==> src/rtl/vme_pkg.sv <==
// Shared constants and types for the VME device-bus sequencer and its VME top level.
package vme_pkg;

   typedef enum logic [2:0] {
      S_IDLE     = 3'd0,
      S_SETUP    = 3'd1,
      S_STROBE   = 3'd2,
      S_HOLD     = 3'd3,
      S_COMPLETE = 3'd4
   } state_e;

   localparam logic [15:0] BUS_ERR_DATA = 16'hDEAD;
   localparam int          TIMER_W      = 10;

   localparam logic [3:0] DEV_STATUS  = 4'd0;
   localparam logic [3:0] DEV_CONTROL = 4'd1;
   localparam logic [3:0] DEV_FLASH   = 4'd2;
   localparam logic [3:0] DEV_TEMP    = 4'd3;

   typedef struct packed {
      logic        write_b;
      logic [3:0]  dev;
      logic [9:0]  cmd;
      logic [15:0] wdata;
   } req_t;

endpackage

==> src/rtl/vme_cycle_timer.sv <==
// Loadable cycle counter: counts down to zero or up towards a limit, saturating both ways.
// The count updates the cycle after load/en; term_o is decoded from the current count.
module vme_cycle_timer #(
   parameter int W = 10
) (
   input  logic         clk_i,
   input  logic         rst_i,
   input  logic         load_i,
   input  logic [W-1:0] load_val_i,
   input  logic         en_i,
   input  logic         up_i,
   input  logic [W-1:0] limit_i,
   output logic         term_o
);

   logic [W-1:0] cnt_q;
   logic [W-1:0] cnt_d;

   always_comb begin
      cnt_d = cnt_q;
      if (load_i) begin
         cnt_d = load_val_i;
      end else if (en_i) begin
         if (up_i) begin
            if (cnt_q != '1) cnt_d = cnt_q + W'(1);
         end else begin
            if (cnt_q != '0) cnt_d = cnt_q - W'(1);
         end
      end
   end

   always_ff @(posedge clk_i) begin
      if (rst_i) cnt_q <= '0;
      else       cnt_q <= cnt_d;
   end

   // Up mode flags the cycle whose increment reaches the limit, so the caller reacts on that same edge.
   assign term_o = up_i ? (({1'b0, cnt_q} + (W+1)'(1)) >= {1'b0, limit_i})
                        : (cnt_q == '0);

endmodule

==> src/rtl/vme_dev_sequencer.sv <==
// Runs one VME slave access on the DMB device bus: decode, setup, strobe, hold, DONE with read data.
// STROBE rises SETUP_CYC+1 cycles after REQ is accepted; REQ/DONE is a level handshake and a silent slave times out.
module vme_dev_sequencer
   import vme_pkg::*;
#(
   parameter int NDEV        = 8,
   parameter int SETUP_CYC   = 2,
   parameter int TIMEOUT_CYC = 200
) (
   input  logic            FASTCLK,
   input  logic            RST,
   input  logic            REQ,
   input  logic            REQ_WRITE_B,
   input  logic [3:0]      REQ_DEV,
   input  logic [9:0]      REQ_CMD,
   input  logic [15:0]     REQ_WDATA,
   output logic [NDEV-1:0] DEVICE,
   output logic            STROBE,
   output logic            WRITE_B,
   output logic [9:0]      COMMAND,
   output logic [15:0]     INDATA,
   input  logic [NDEV-1:0] SLV_ACK,
   input  logic [15:0]     SLV_RDATA,
   output logic            DONE,
   output logic [15:0]     RDATA,
   output logic            TIMEOUT,
   output logic            BUSY
);

   state_e          state_q;
   logic [NDEV-1:0] device_q;
   logic            strobe_q;
   logic            write_b_q;
   logic [9:0]      command_q;
   logic [15:0]     indata_q;
   logic            done_q;
   logic [15:0]     rdata_q;
   logic            timeout_q;
   logic            busy_q;
   logic            req_low_q;

   req_t            req;
   logic            accept;
   logic            dev_mapped;
   logic [NDEV-1:0] dev_onehot;
   logic            ack_hit;
   logic            setup_term;
   logic            tmo_term;

   assign req = '{write_b: REQ_WRITE_B, dev: REQ_DEV, cmd: REQ_CMD, wdata: REQ_WDATA};

   // Only a fresh REQ assertion starts a cycle, so a level left high across reset or DONE is ignored.
   assign accept     = (state_q == S_IDLE) && REQ && req_low_q;
   assign dev_mapped = 32'(req.dev) < NDEV;
   assign dev_onehot = NDEV'(1) << req.dev;
   assign ack_hit    = |(SLV_ACK & device_q);

   vme_cycle_timer #(.W(TIMER_W)) u_setup_tmr (
      .clk_i      (FASTCLK),
      .rst_i      (RST),
      .load_i     (accept),
      .load_val_i (TIMER_W'(SETUP_CYC)),
      .en_i       (state_q == S_SETUP),
      .up_i       (1'b0),
      .limit_i    ('0),
      .term_o     (setup_term)
   );

   vme_cycle_timer #(.W(TIMER_W)) u_tmo_tmr (
      .clk_i      (FASTCLK),
      .rst_i      (RST),
      .load_i     ((state_q == S_SETUP) && setup_term),
      .load_val_i ('0),
      .en_i       (state_q == S_STROBE),
      .up_i       (1'b1),
      .limit_i    (TIMER_W'(TIMEOUT_CYC)),
      .term_o     (tmo_term)
   );

   always_ff @(posedge FASTCLK) begin
      if (RST) begin
         state_q   <= S_IDLE;
         device_q  <= '0;
         strobe_q  <= 1'b0;
         write_b_q <= 1'b1;
         command_q <= '0;
         indata_q  <= '0;
         done_q    <= 1'b0;
         rdata_q   <= '0;
         timeout_q <= 1'b0;
         busy_q    <= 1'b0;
         req_low_q <= 1'b0;
      end else begin
         req_low_q <= ~REQ;
         case (state_q)
            S_IDLE: begin
               if (accept) begin
                  busy_q <= 1'b1;
                  if (dev_mapped) begin
                     state_q   <= S_SETUP;
                     device_q  <= dev_onehot;
                     write_b_q <= req.write_b;
                     command_q <= req.cmd;
                     indata_q  <= req.wdata;
                  end else begin
                     state_q   <= S_COMPLETE;
                     done_q    <= 1'b1;
                     timeout_q <= 1'b1;
                     rdata_q   <= BUS_ERR_DATA;
                  end
               end
            end
            S_SETUP: begin
               if (setup_term) begin
                  state_q  <= S_STROBE;
                  strobe_q <= 1'b1;
               end
            end
            S_STROBE: begin
               // Acknowledge is tested first so an ACK on the terminal cycle still wins.
               if (ack_hit) begin
                  state_q  <= S_HOLD;
                  strobe_q <= 1'b0;
                  if (write_b_q) rdata_q <= SLV_RDATA;
               end else if (tmo_term) begin
                  state_q   <= S_HOLD;
                  strobe_q  <= 1'b0;
                  rdata_q   <= BUS_ERR_DATA;
                  timeout_q <= 1'b1;
               end
            end
            S_HOLD: begin
               state_q   <= S_COMPLETE;
               device_q  <= '0;
               write_b_q <= 1'b1;
               command_q <= '0;
               indata_q  <= '0;
               done_q    <= 1'b1;
            end
            S_COMPLETE: begin
               if (!REQ) begin
                  state_q   <= S_IDLE;
                  done_q    <= 1'b0;
                  timeout_q <= 1'b0;
                  busy_q    <= 1'b0;
               end
            end
            default: state_q <= S_IDLE;
         endcase
      end
   end

   assign DEVICE  = device_q;
   assign STROBE  = strobe_q;
   assign WRITE_B = write_b_q;
   assign COMMAND = command_q;
   assign INDATA  = indata_q;
   assign DONE    = done_q;
   assign RDATA   = rdata_q;
   assign TIMEOUT = timeout_q;
   assign BUSY    = busy_q;

endmodule

==> config.mk <==
export PLATFORM = sky130hd
export DESIGN_NAME = vme_dev_sequencer
export DESIGN_NICKNAME = d
export VERILOG_FILES = /design/src/rtl/vme_pkg.sv /design/src/rtl/vme_cycle_timer.sv /design/src/rtl/vme_dev_sequencer.sv
export SDC_FILE = /design/constraint.sdc
export NUM_CORES = 1
export LEC_CHECK = 0
export ABC_AREA = 1
export CORE_ASPECT_RATIO = 1.1
export CORE_UTILIZATION = 47
export CTS_CLUSTER_DIAMETER = 100
export DETAILED_ROUTE_END_ITERATION = 6
export GPL_ROUTABILITY_DRIVEN = 1
export GPL_TIMING_DRIVEN = 0
export PLACE_DENSITY = 0.8
export RECOVER_POWER = 100
export SLEW_MARGIN = 20
export SYNTH_ARGS = -nofsm -noshare
export SYNTH_HDL_FRONTEND = slang
export SYNTH_SLANG_ARGS = --single-unit
==> constraint.sdc <==
create_clock -name FASTCLK -period 2.1 [get_ports FASTCLK]
set_clock_uncertainty 0.1 [all_clocks]
set_input_delay 0.63 -clock FASTCLK [delete_from_list [all_inputs] [get_ports FASTCLK]]
set_output_delay 0.63 -clock FASTCLK [all_outputs]
set_load 0.02 [all_outputs]
==> results.py, run 1 <==
metrics = {
    "setup_path": {
        "rr_endpoint": "RDATA[2]$_SDFFE_PP0P_",
        "end_kind": "flip-flop",
        "cp.required_ns": 2.24,
        "r2r_slack_ns": 0.08,
        "r2r.worst_path.cells": 12,
        "reg2reg_from": "u_tmo_tmr.cnt_q[0]$_SDFFE_PP0P_",
        "worstSetupPathType": "primary input to flip-flop",
        "worstPathMaxFanout": 7,
        "cp.arrival_ns": 2.23,
        "start_kind": "primary input",
    },
    "clock_network": {
        "cts_max_path_buffers": 2,
        "cts_tree": "done",
        "cts_root_buf": "clkbuf_8",
        "clkSinkCount": 79,
        "hold_buffers": 0,
        "cts-buffers-inserted": 9,
        "htreeDepth": 3,
        "clk_latency_ns": 0.35,
        "clk_pin_slew_ns": 0.08,
    },
    "synth": {
        "ys_seq_elements": 79,
        "netlist_top_cells_area": "dfxtp_1 (43%), nand2_1 (13%), a21oi_1 (9.6%)",
        "yosysUniqueCellTypes": 36,
        "syn_area_per_cell_um2": 7.17,
        "synth-seq-area-share": 0.428,
        "synth_warnings": 0,
        "yosysMostFrequentCell": "nand2_1",
        "syn-num-nets": 576,
        "synth_top_area_share": 0.428,
        "synth_area_mm2": 0.00369,
        "synth_flop_cell": "dfxtp_1",
        "synth_common_cells": "nand2_1 (128), dfxtp_1 (79), a21oi_1 (71)",
        "async_reset_ff_frac": 0,
        "syn_inst": 515,
        "synth_edf_count": 0,
        "synth_area_leader_cell": "dfxtp_1",
    },
    "route": {
        "ant_nets": 0,
        "vias": 3896,
        "drt-wirelength-per-cell_um": 13.3,
        "first_pass_iters": 5,
        "drc_errors": 0,
        "wirelength_um": 10100,
        "viasPerCell": 5.11,
        "drt_iter0_drc": 146,
    },
    "die": {
        "die_y_um": 94.9,
        "coreArea_mm2": 0.00751,
        "dieArea_mm2": 0.00821,
        "start_util": 0.491,
        "die_w_um": 86.5,
        "pin_count": 113,
        "rows": 33,
    },
    "power_and_ir_drop": {
        "seqPwrFrac": 0.313,
        "p_leak_nw": 2.10,
        "peakVddDrop_uv": 731,
        "power.total_mw": 7.03,
        "power.internal_mw": 4.10,
        "clkPwrFrac": 0.159,
        "netSwitchingPower_mw": 2.93,
        "power_density_mw_per_mm2": 1320,
        "p_sw_frac": 0.417,
        "p_comb_frac": 0.528,
    },
    "timing": {
        "fin_crit_sh": 0.995,
        "fin_crit_ns": 2.09,
        "tightestPinTransition_ns": 0.563,
        "setup_violations": 0,
        "slew_viol_final": 0,
        "hold_violations": 0,
        "slew_headroom": 0.624,
        "fmax_mhz": 479,
    },
    "status": {
        "status": "finished, final reports clean",
    },
    "place": {
        "placed_area_mm2": 0.00493,
        "gp_congestion": 0.818,
        "post-dp-hpwl_um": 7160,
        "portBuffers": 111,
    },
    "min_path": {
        "hold_depth": 2,
        "hp-class": "flip-flop to flip-flop",
        "hold_path.startpoint": "INDATA[5]$_SDFFE_PP0P_",
        "min_to": "INDATA[5]$_SDFFE_PP0P_",
    },
    "grt": {
        "grt_pass1_wl_um": 15600,
        "grt_pass1_vias": 3457,
        "antenna_found_initial": 0,
        "grt.total_usage": 0.243,
        "overflow": 0,
        "grt_max_degree": 13,
    },
    "final_layout": {
        "finalInstanceArea_mm2": 0.00531,
        "area_delta_synth_final_pct": 43.8,
        "drive_gt1_frac": 0.134,
        "nets": 714,
        "diodes": 0,
    },
    "run": {
        "timing.max_cap.violations": 0,
    },
}
## sequential cells by signal (all words and copies together), names as in the netlist, 3 cells and up
register,cells
u_tmo_tmr.cnt_q,10
DEVICE,8
state_q,3
u_setup_tmr.cnt_q,10
INDATA,16
COMMAND,10
RDATA,16
## cells by family (layout without fill, tap and decap cells)
group	after synthesis	after routing	share of synthesized area
AOI/OAI and AO/OA	94	94	0.132
and+or+nand+nor	268	269	0.335
xor gates and xnor gates	4	4	0.00949
buffers and inverters	67	209	0.0858
adders and majority gates	3	3	0.0102
DFF	79	79	0.428
## final cells by class
type	count	area [µm²]
inverters	45	181
well taps	105	131
plain buffers	22	159
clock inverters	3	42.5
clock buffers	13	149
flip-flops and latches	79	1590
multi-input cells	370	1860
fillers	621	2210
repair buffers	126	1190
## routing by layer
metal  GRT usage  wire length [µm]  vias up
met1       0.276              4100     1773
li1            -                 -     1967
met2       0.413              5030      137
met3      0.0857               794       19
met4       0.104               209        0
met5           0                 0        -
## power by group through the flow
stage | clock network, mW | registers, mW | logic (mW)
global placement | 0 | 2.20 | 3.30
CTS | 1.14 | 2.19 | 3.44
detailed placement | 0 | 2.22 | 3.39
finish | 1.12 | 2.20 | 3.71
global route | 1.21 | 2.25 | 4.07
floorplan | 0 | 2.51 | 1.98
## cells in the final DEF (no fill, tap or decap), types with 3 or more instances in the layout
cell type          n
dfxtp_1           77
nand3_2            9
nor2_4             4
ha_1               3
clkbuf_8          10
clkbuf_1          20
clkbuf_2           3
a211oi_1           4
inv_1             37
inv_2              6
o21ai_0           15
nor2_1            52
nand4_1            7
nand2_1          123
buf_6              6
nand3_1           47
nand2_2            9
buf_4             16
clkdlybuf4s50_1   98
a21oi_1           71
nor3_1             3
## how the worst max path moves through the flow
| stage | startpoint | end | slack (ns) | cells after the start |
|---|---|---|---|---|
| after floorplan | SLV_ACK[0] | RDATA[10]$_SDFFE_PP0P_ | 0.24 | 10 |
| after global placement | SLV_ACK[0] | RDATA[14]$_SDFFE_PP0P_ | -0.46 | 11 |
| after detailed placement | SLV_ACK[0] | RDATA[12]$_SDFFE_PP0P_ | -0.50 | 11 |
| after CTS | SLV_ACK[6] | RDATA[3]$_SDFFE_PP0P_ | 0.008 | 14 |
| after global routing | SLV_ACK[6] | RDATA[2]$_SDFFE_PP0P_ | -0.07 | 12 |
| final | SLV_ACK[6] | RDATA[2]$_SDFFE_PP0P_ | 0.01 | 13 |
## critical path: stages
cell and delay [ns]:
clkdlybuf4s50_1 0.47, nand2_1 0.06, nand2_1 0.06, inv_1 0.05, nand2_2 0.08, nor3_4 0.06, nor2_4 0.15, nand2_1 0.09
nand2_2 0.09, clkinv_4 0.10, clkbuf_16 0.16, a21oi_1 0.15, nor2_1 0.08
## what timing repair did
| item | in CTS | in global routing |
|---|---|---|
| setup endpoints to repair | 19 | 50 |
| gates resized for setup | 5 | 42 |
| cloned | 1 | 3 |
| pin swaps | 1 | 6 |
| setup buffers | 1 | 11 |
## through the flow
stage	TNS (ns)	worst slack [ns]	cells	hold slack, ns	util
after floorplan	0	0.237	515	0.337	-
after global placement	-14.17	-0.456	731	0.347	0.657
after detailed placement	-15.40	-0.497	731	0.356	0.657
after CTS	0	0.00796	749	0.367	0.685
after global routing	-0.330	-0.0719	763	0.387	0.706
final	0	0.0107	763	0.367	0.706
Power figures use the tool's default switching activity.
==> inputs of run 2 (changes only) <==
--- a/config.mk
+++ b/config.mk
@@ -7,14 +7,14 @@
 export LEC_CHECK = 0
 export ABC_AREA = 1
 export CORE_ASPECT_RATIO = 1.1
-export CORE_UTILIZATION = 47
+export CORE_UTILIZATION = 52
 export CTS_CLUSTER_DIAMETER = 100
 export DETAILED_ROUTE_END_ITERATION = 6
 export GPL_ROUTABILITY_DRIVEN = 1
 export GPL_TIMING_DRIVEN = 0
-export PLACE_DENSITY = 0.8
+export PLACE_DENSITY = 0.81
 export RECOVER_POWER = 100
-export SLEW_MARGIN = 20
 export SYNTH_ARGS = -nofsm -noshare
 export SYNTH_HDL_FRONTEND = slang
+export SYNTH_HIERARCHICAL = 1
 export SYNTH_SLANG_ARGS = --single-unit
==> run 2 against run 1 <==
The run now ends with negative setup slack left. Clock power rose by 33%. Cell area rose by 43%. Worst hold slack improved by 0.0066 ns. Highest routed layer unchanged. Largest cell class unchanged.
==> results.py, run 2 <==
metrics = {
    "status": {
        "status": "complete, but fails checks",
        "violations": "negative setup slack",
    },
    "die": {
        "rows": 39,
        "coreArea_mm2": 0.0103,
        "dieArea_mm2": 0.0110,
        "die_w_um": 100,
        "die_y_um": 110,
        "start_util": 0.534,
        "pin_count": 113,
    },
    "synth": {
        "ys_seq_elements": 79,
        "synth_flop_cell": "dfxtp_1",
        "synth_area_leader_cell": "dfxtp_1",
        "syn_area_per_cell_um2": 6.49,
        "synth_common_cells": "nand2_1 (225), nor2_1 (132), inv_1 (112)",
        "syn_inst": 850,
        "synth_area_mm2": 0.00552,
        "synth-seq-area-share": 0.287,
        "synth_warnings": 6,
        "yosysMostFrequentCell": "nand2_1",
        "yosysUniqueCellTypes": 40,
        "netlist_top_cells_area": "dfxtp_1 (29%), nand2_1 (15%), ha_1 (9.1%)",
        "synth_top_area_share": 0.287,
        "async_reset_ff_frac": 0,
        "synth_edf_count": 0,
    },
    "timing": {
        "hold_violations": 0,
        "fin_ws_ns": -0.873,
        "fin_crit_ns": 2.97,
        "rsz0062_at_grt": "true",
        "fin_crit_sh": 1.42,
        "slew_viol_final": 0,
        "fmax_mhz": 336,
        "fin_tns_setup_ns": -17.22,
        "setup_violations": 32,
        "hold_ws_ns": 0.374,
    },
    "route": {
        "drc_errors": 0,
        "drt_iter0_drc": 229,
        "viasPerCell": 4.90,
        "vias": 5808,
        "drt-wirelength-per-cell_um": 12.3,
        "wirelength_um": 14600,
        "ant_nets": 0,
        "first_pass_iters": 5,
    },
    "clock_network": {
        "hold_buffers": 0,
        "cts_tree": "done",
        "clkSinkCount": 79,
        "htreeDepth": 3,
        "cts_root_buf": "clkbuf_16",
        "clk_pin_slew_ns": 0.07,
        "clk_latency_ns": 0.33,
        "cts_max_path_buffers": 2,
        "cts-buffers-inserted": 9,
    },
    "setup_path": {
        "end_kind": "flip-flop",
        "worstSetupPathType": "flip-flop to flip-flop",
        "start_kind": "flip-flop",
        "cp_num_buf_inv": 3,
        "cp.arrival_ns": 3.13,
        "worstPathMaxFanout": 6,
        "crit_path_frequent_cell": "nand2_1",
        "cp_top_family": "simple AND/OR/NAND/NOR gates",
        "max_stage_delay_ns": 0.39,
        "critical_path.slowest_cell": "dfxtp_4",
        "cp.required_ns": 2.26,
    },
    "power_and_ir_drop": {
        "power.total_mw": 7.41,
        "power_density_mw_per_mm2": 975,
        "peakVddDrop_uv": 606,
        "p_leak_nw": 3.75,
    },
    "grt": {
        "grt_pass1_wl_um": 23100,
        "overflow": 0,
        "antenna_found_initial": 0,
        "grt_pass1_vias": 5344,
        "grt.total_usage": 0.258,
        "grt_max_degree": 15,
    },
    "min_path": {
        "hp-class": "flip-flop to flip-flop",
    },
    "run": {
        "timing.max_cap.violations": 0,
    },
    "final_layout": {
        "area_delta_synth_final_pct": 37.7,
        "final_cell_mix": "nand2_1 (220), nor2_1 (122), inv_1 (109)",
        "nets": 1137,
        "drive_gt1_frac": 0.120,
        "final_core_util": 0.735,
        "layout_commonest_cell": "nand2_1",
    },
    "place": {
        "gp_congestion": 0.839,
        "portBuffers": 112,
        "post-dp-hpwl_um": 10200,
    },
}
run 2: kinds of logic after synthesis:
kind of cell	count (synthesis)	synth area share
AND/OR/NAND/NOR	475	0.384
flip-flops	79	0.287
other	2	0.00136
adder cells (fa/ha/maj)	42	0.0979
AO/OA/AOI/OAI	90	0.0964
buffers and inverters	144	0.105
XOR/XNOR	18	0.0286
run 2: per-layer routing:
| layer | GRT usage | up-vias | wire, µm |
|---|---|---|---|
| li1 | - | 3044 | - |
| met1 | 0.299 | 2615 | 5910 |
| met2 | 0.482 | 121 | 7730 |
| met3 | 0.0567 | 28 | 672 |
| met4 | 0.0590 | 0 | 265 |
| met5 | 0 | - | 0 |
run 2: per-stage QoR:
| stage | instance area, µm² | std cells | setup WS (ns) |
|---|---|---|---|
| 3_3_place_gp | 7020 | 1151 | -0.988 |
| 4_1_cts | 7540 | 1183 | -0.666 |
| 6_report | 7600 | 1186 | -0.873 |
| 2_1_floorplan | 5720 | 896 | 0.125 |
| 5_1_grt | 7600 | 1185 | -1.05 |
| 3_5_place_dp | 7020 | 1151 | -1.04 |
run 2: cell type report:
| type | instances | area, µm² |
|---|---|---|
| Multi-Input combinational cell | 673 | 3690 |
| Fill cell | 862 | 2740 |
| Sequential cell | 79 | 1600 |
| Timing Repair Buffer | 130 | 1250 |
| Inverter | 122 | 468 |
| Clock buffer | 11 | 243 |
| Tap cell | 143 | 179 |
| Buffer | 22 | 121 |
| Clock inverter | 5 | 41.3 |
| Antenna cell | 1 | 2.50 |
run 2: where the power goes:
group / leakage, nW / internal, mW / switching [mW] / total [mW]
combinational: 2.97 / 1.59 / 2.21 / 3.80
clock: 0.132 / 0.842 / 0.648 / 1.49
sequential: 0.646 / 1.81 / 0.312 / 2.12
total: 3.75 / 4.24 / 3.17 / 7.41
run 2: final timing paths:
path | slack [ns] | endpoint | start | depth (start not counted)
min reg2reg | 0.37 | TIMEOUT$_SDFFE_PP0P_ | TIMEOUT$_SDFFE_PP0P_ | 2
max | -0.87 | RDATA[4]$_SDFFE_PP0P_ | u_tmo_tmr/cnt_q[1]$_SDFFE_PP0P_ | 25
min | 0.37 | TIMEOUT$_SDFFE_PP0P_ | TIMEOUT$_SDFFE_PP0P_ | 2
max reg2reg | -0.87 | RDATA[4]$_SDFFE_PP0P_ | u_tmo_tmr/cnt_q[1]$_SDFFE_PP0P_ | 25
run 2: repair_timing:
action / in CTS / in global routing
resized for setup: 33 / 40
setup endpoints to repair: 69 / 55
cloned: 1 / 1
pin swaps: 15 / 24
buffers inserted: 15 / 2
run 2: worst register-to-register path, cell delays in order (launching register included):
cell	delay, ns
dfxtp_4	0.39
ha_4	0.16
nand2_4	0.06
nor2_4	0.13
nand3_2	0.08
xor2_1	0.15
inv_1	0.09
ha_4	0.26
nand2_2	0.08
nand2_2	0.06
a21oi_2	0.13
nand2_1	0.07
nand2_1	0.06
nand2_1	0.05
nand3_1	0.06
nand2_1	0.06
nand2_1	0.07
nand2_2	0.07
nor2_4	0.13
nand3_4	0.10
nand2_4	0.13
inv_6	0.06
buf_4	0.14
nand3_2	0.05
nand2_1	0.05
nor2_1	0.15
==> inputs of run 3 (changes only) <==
--- a/config.mk
+++ b/config.mk
@@ -12,7 +12,7 @@
 export DETAILED_ROUTE_END_ITERATION = 6
 export GPL_ROUTABILITY_DRIVEN = 1
 export GPL_TIMING_DRIVEN = 0
-export PLACE_DENSITY = 0.81
+export PLACE_DENSITY_LB_ADDON = 0.25
 export RECOVER_POWER = 100
 export SYNTH_ARGS = -nofsm -noshare
 export SYNTH_HDL_FRONTEND = slang
==> run 3 against run 2 <==
The run still ends with negative setup slack left. Global-route usage rose by 0.79 points. Maximum frequency grew 4.4%. Flip-flop and latch count unchanged. Count of clock-buffer cells in the layout down 1. Cell area up 0.30%. Total power up 1.5%. Worst hold slack worse by 0.0085 ns. Cell count is essentially flat. Via count is 0.67% higher.
==> results.py, run 3 (synthesis gave the netlist of run 2 again) <==
metrics = {
    "route": {
        "wirelength_um": 14600,
        "ant_nets": 0,
        "first_pass_iters": 5,
        "drt_iter0_drc": 211,
        "viasPerCell": 4.93,
        "drc_errors": 0,
        "vias": 5847,
        "drt-wirelength-per-cell_um": 12.3,
    },
    "clock_network": {
        "cts_tree": "done",
        "clkSinkCount": 79,
        "clk_latency_ns": 0.34,
        "hold_buffers": 0,
        "htreeDepth": 3,
        "cts_root_buf": "clkbuf_16",
        "cts-buffers-inserted": 9,
        "cts_max_path_buffers": 2,
        "clk_pin_slew_ns": 0.06,
    },
    "timing": {
        "fin_tns_setup_ns": -15.89,
        "fmax_mhz": 351,
        "rsz0062_at_grt": "true",
        "setup_violations": 44,
        "slew_viol_final": 0,
        "fin_ws_ns": -0.748,
        "hold_ws_ns": 0.366,
        "hold_violations": 0,
        "slew_headroom": 0.666,
        "fin_crit_sh": 1.36,
        "tightestPinTransition_ns": 0.501,
        "fin_crit_ns": 2.85,
    },
    "power_and_ir_drop": {
        "power_density_mw_per_mm2": 987,
        "power.total_mw": 7.52,
        "peakVddDrop_uv": 479,
        "p_leak_nw": 3.78,
    },
    "place": {
        "portBuffers": 112,
        "gp_congestion": 0.855,
        "placed_area_mm2": 0.00702,
        "post-dp-hpwl_um": 10400,
        "dp_slack_ns": -1.00,
        "dp.cells": 1151,
    },
    "setup_path": {
        "reg2reg_from": "u_tmo_tmr/cnt_q[2]$_SDFFE_PP0P_",
        "crit_chain": "inv_2 -> nor4_4 -> nand2_1 -> xor2_1 -> inv_1 -> ha_1 -> nand2_4 -> nor2_4 -> nand2_1 -> nand2_1 -> nand2_1 -> nand2_1 -> nand3_1 -> nand2_1 -> nand2_1 -> nand2_1 -> nor2_2 -> nand3_2 -> nand2_4 -> nor2_4 -> buf_6 -> nor2_1 -> nor2_1",
        "crit_end": "RDATA[14]$_SDFFE_PP0P_",
        "worstSetupPathType": "flip-flop to flip-flop",
        "crit_path_frequent_cell": "nand2_1",
        "start_kind": "flip-flop",
        "r2r.worst_path.cells": 23,
        "max_stage_delay_ns": 0.38,
        "rr_endpoint": "RDATA[14]$_SDFFE_PP0P_",
        "critical_path.slowest_cell": "dfxtp_4",
        "cp.required_ns": 2.28,
        "crit_start": "u_tmo_tmr/cnt_q[2]$_SDFFE_PP0P_",
        "end_kind": "flip-flop",
        "r2r_slack_ns": -0.75,
        "worstPathMaxFanout": 6,
        "cp.arrival_ns": 3.03,
    },
    "status": {
        "status": "complete, but fails checks",
        "violations": "negative setup slack",
    },
    "grt": {
        "overflow": 0,
        "grt.total_usage": 0.266,
        "grt_pass1_vias": 5369,
        "grt_max_degree": 16,
        "grt_pass1_wl_um": 23500,
        "antenna_found_initial": 0,
    },
    "die": {
        "coreArea_mm2": 0.0103,
        "start_util": 0.534,
        "die_w_um": 100,
        "rows": 39,
        "die_y_um": 110,
        "dieArea_mm2": 0.0110,
        "pin_count": 113,
    },
    "run": {
        "timing.max_cap.violations": 0,
    },
    "final_layout": {
        "final_core_util": 0.737,
        "drive_gt1_frac": 0.124,
        "diodes": 0,
        "layout.cells.non_filler": 1187,
        "area_delta_synth_final_pct": 38.1,
        "nets": 1139,
        "nFillCells": 841,
        "finalInstanceArea_mm2": 0.00762,
        "layout_commonest_cell": "nand2_1",
        "final_cell_mix": "nand2_1 (223), nor2_1 (121), inv_1 (107)",
    },
    "min_path": {
        "hp-class": "flip-flop to flip-flop",
    },
}
==> run 3: cell count changes in the layout (fill, tap and decap cells not counted), moves of 2 or more <==
cell / delta
nand3_2: -3
nand3_1: +3
buf_6: -2
buf_4: +5
inv_1: -2
dfxtp_1: -2
inv_2: +2
nand2_1: +3
a21oi_2: -2
clkdlybuf4s50_1: -2
nand2_2: -4
a21oi_1: +2
==> run 3: layout make-up <==
| cell class | instances | area (µm²) | area share |
|---|---|---|---|
| Inverter | 122 | 468 | 0.0614 |
| Clock buffer | 10 | 239 | 0.0313 |
| Buffer | 22 | 133 | 0.0174 |
| Timing Repair Buffer | 132 | 1240 | 0.163 |
| Clock inverter | 6 | 75.1 | 0.00985 |
| Multi-Input combinational cell | 673 | 3680 | 0.483 |
| Sequential cell | 79 | 1610 | 0.211 |
| Tap cell | 143 | 179 | 0.0235 |
==> run 3: routing by layer <==
metal	vias to the layer above	part of all wire	GRT usage
met4	0	0.023	0.114
met1	2640	0.41	0.306
met3	26	0.050	0.0454
met2	144	0.52	0.485
li1	3037	-	-
met5	-	0	0
==> run 3: power breakdown <==
part	internal (mW)	switching, mW
Sequential	1.81	0.302
Combinational	1.57	2.18
Clock	0.972	0.684
==> run 3: critical path, delay by kind of cell, from the launching register on <==
family | cells | cell delay, ns
AND/OR/NAND/NOR | 18 | 1.58
buffers and inverters | 3 | 0.27
XOR/XNOR | 1 | 0.13
flip-flops | 1 | 0.38
adder cells (fa/ha/maj) | 1 | 0.32
==> run 3: worst min path at each step <==
| stage | endpoint | slack, ns | from | depth (start not counted) |
|---|---|---|---|---|
| final | RDATA[11]$_SDFFE_PP0P_ | 0.37 | RDATA[11]$_SDFFE_PP0P_ | 2 |
| after global routing | RDATA[15]$_SDFFE_PP0P_ | 0.40 | RDATA[15]$_SDFFE_PP0P_ | 2 |
| after CTS | RDATA[11]$_SDFFE_PP0P_ | 0.38 | RDATA[11]$_SDFFE_PP0P_ | 2 |
| after detailed placement | TIMEOUT$_SDFFE_PP0P_ | 0.37 | TIMEOUT$_SDFFE_PP0P_ | 2 |
| after global placement | TIMEOUT$_SDFFE_PP0P_ | 0.35 | TIMEOUT$_SDFFE_PP0P_ | 2 |
| after floorplan | u_tmo_tmr/cnt_q[4]$_SDFFE_PP0P_ | 0.37 | u_tmo_tmr/cnt_q[4]$_SDFFE_PP0P_ | 2 |
==> run 3: what timing repair did <==
item,CTS,global route
pin swaps,20,23
endpoints found under the setup margin,71,61
gates resized for setup,32,49
cloned,2,0
setup buffers,13,5
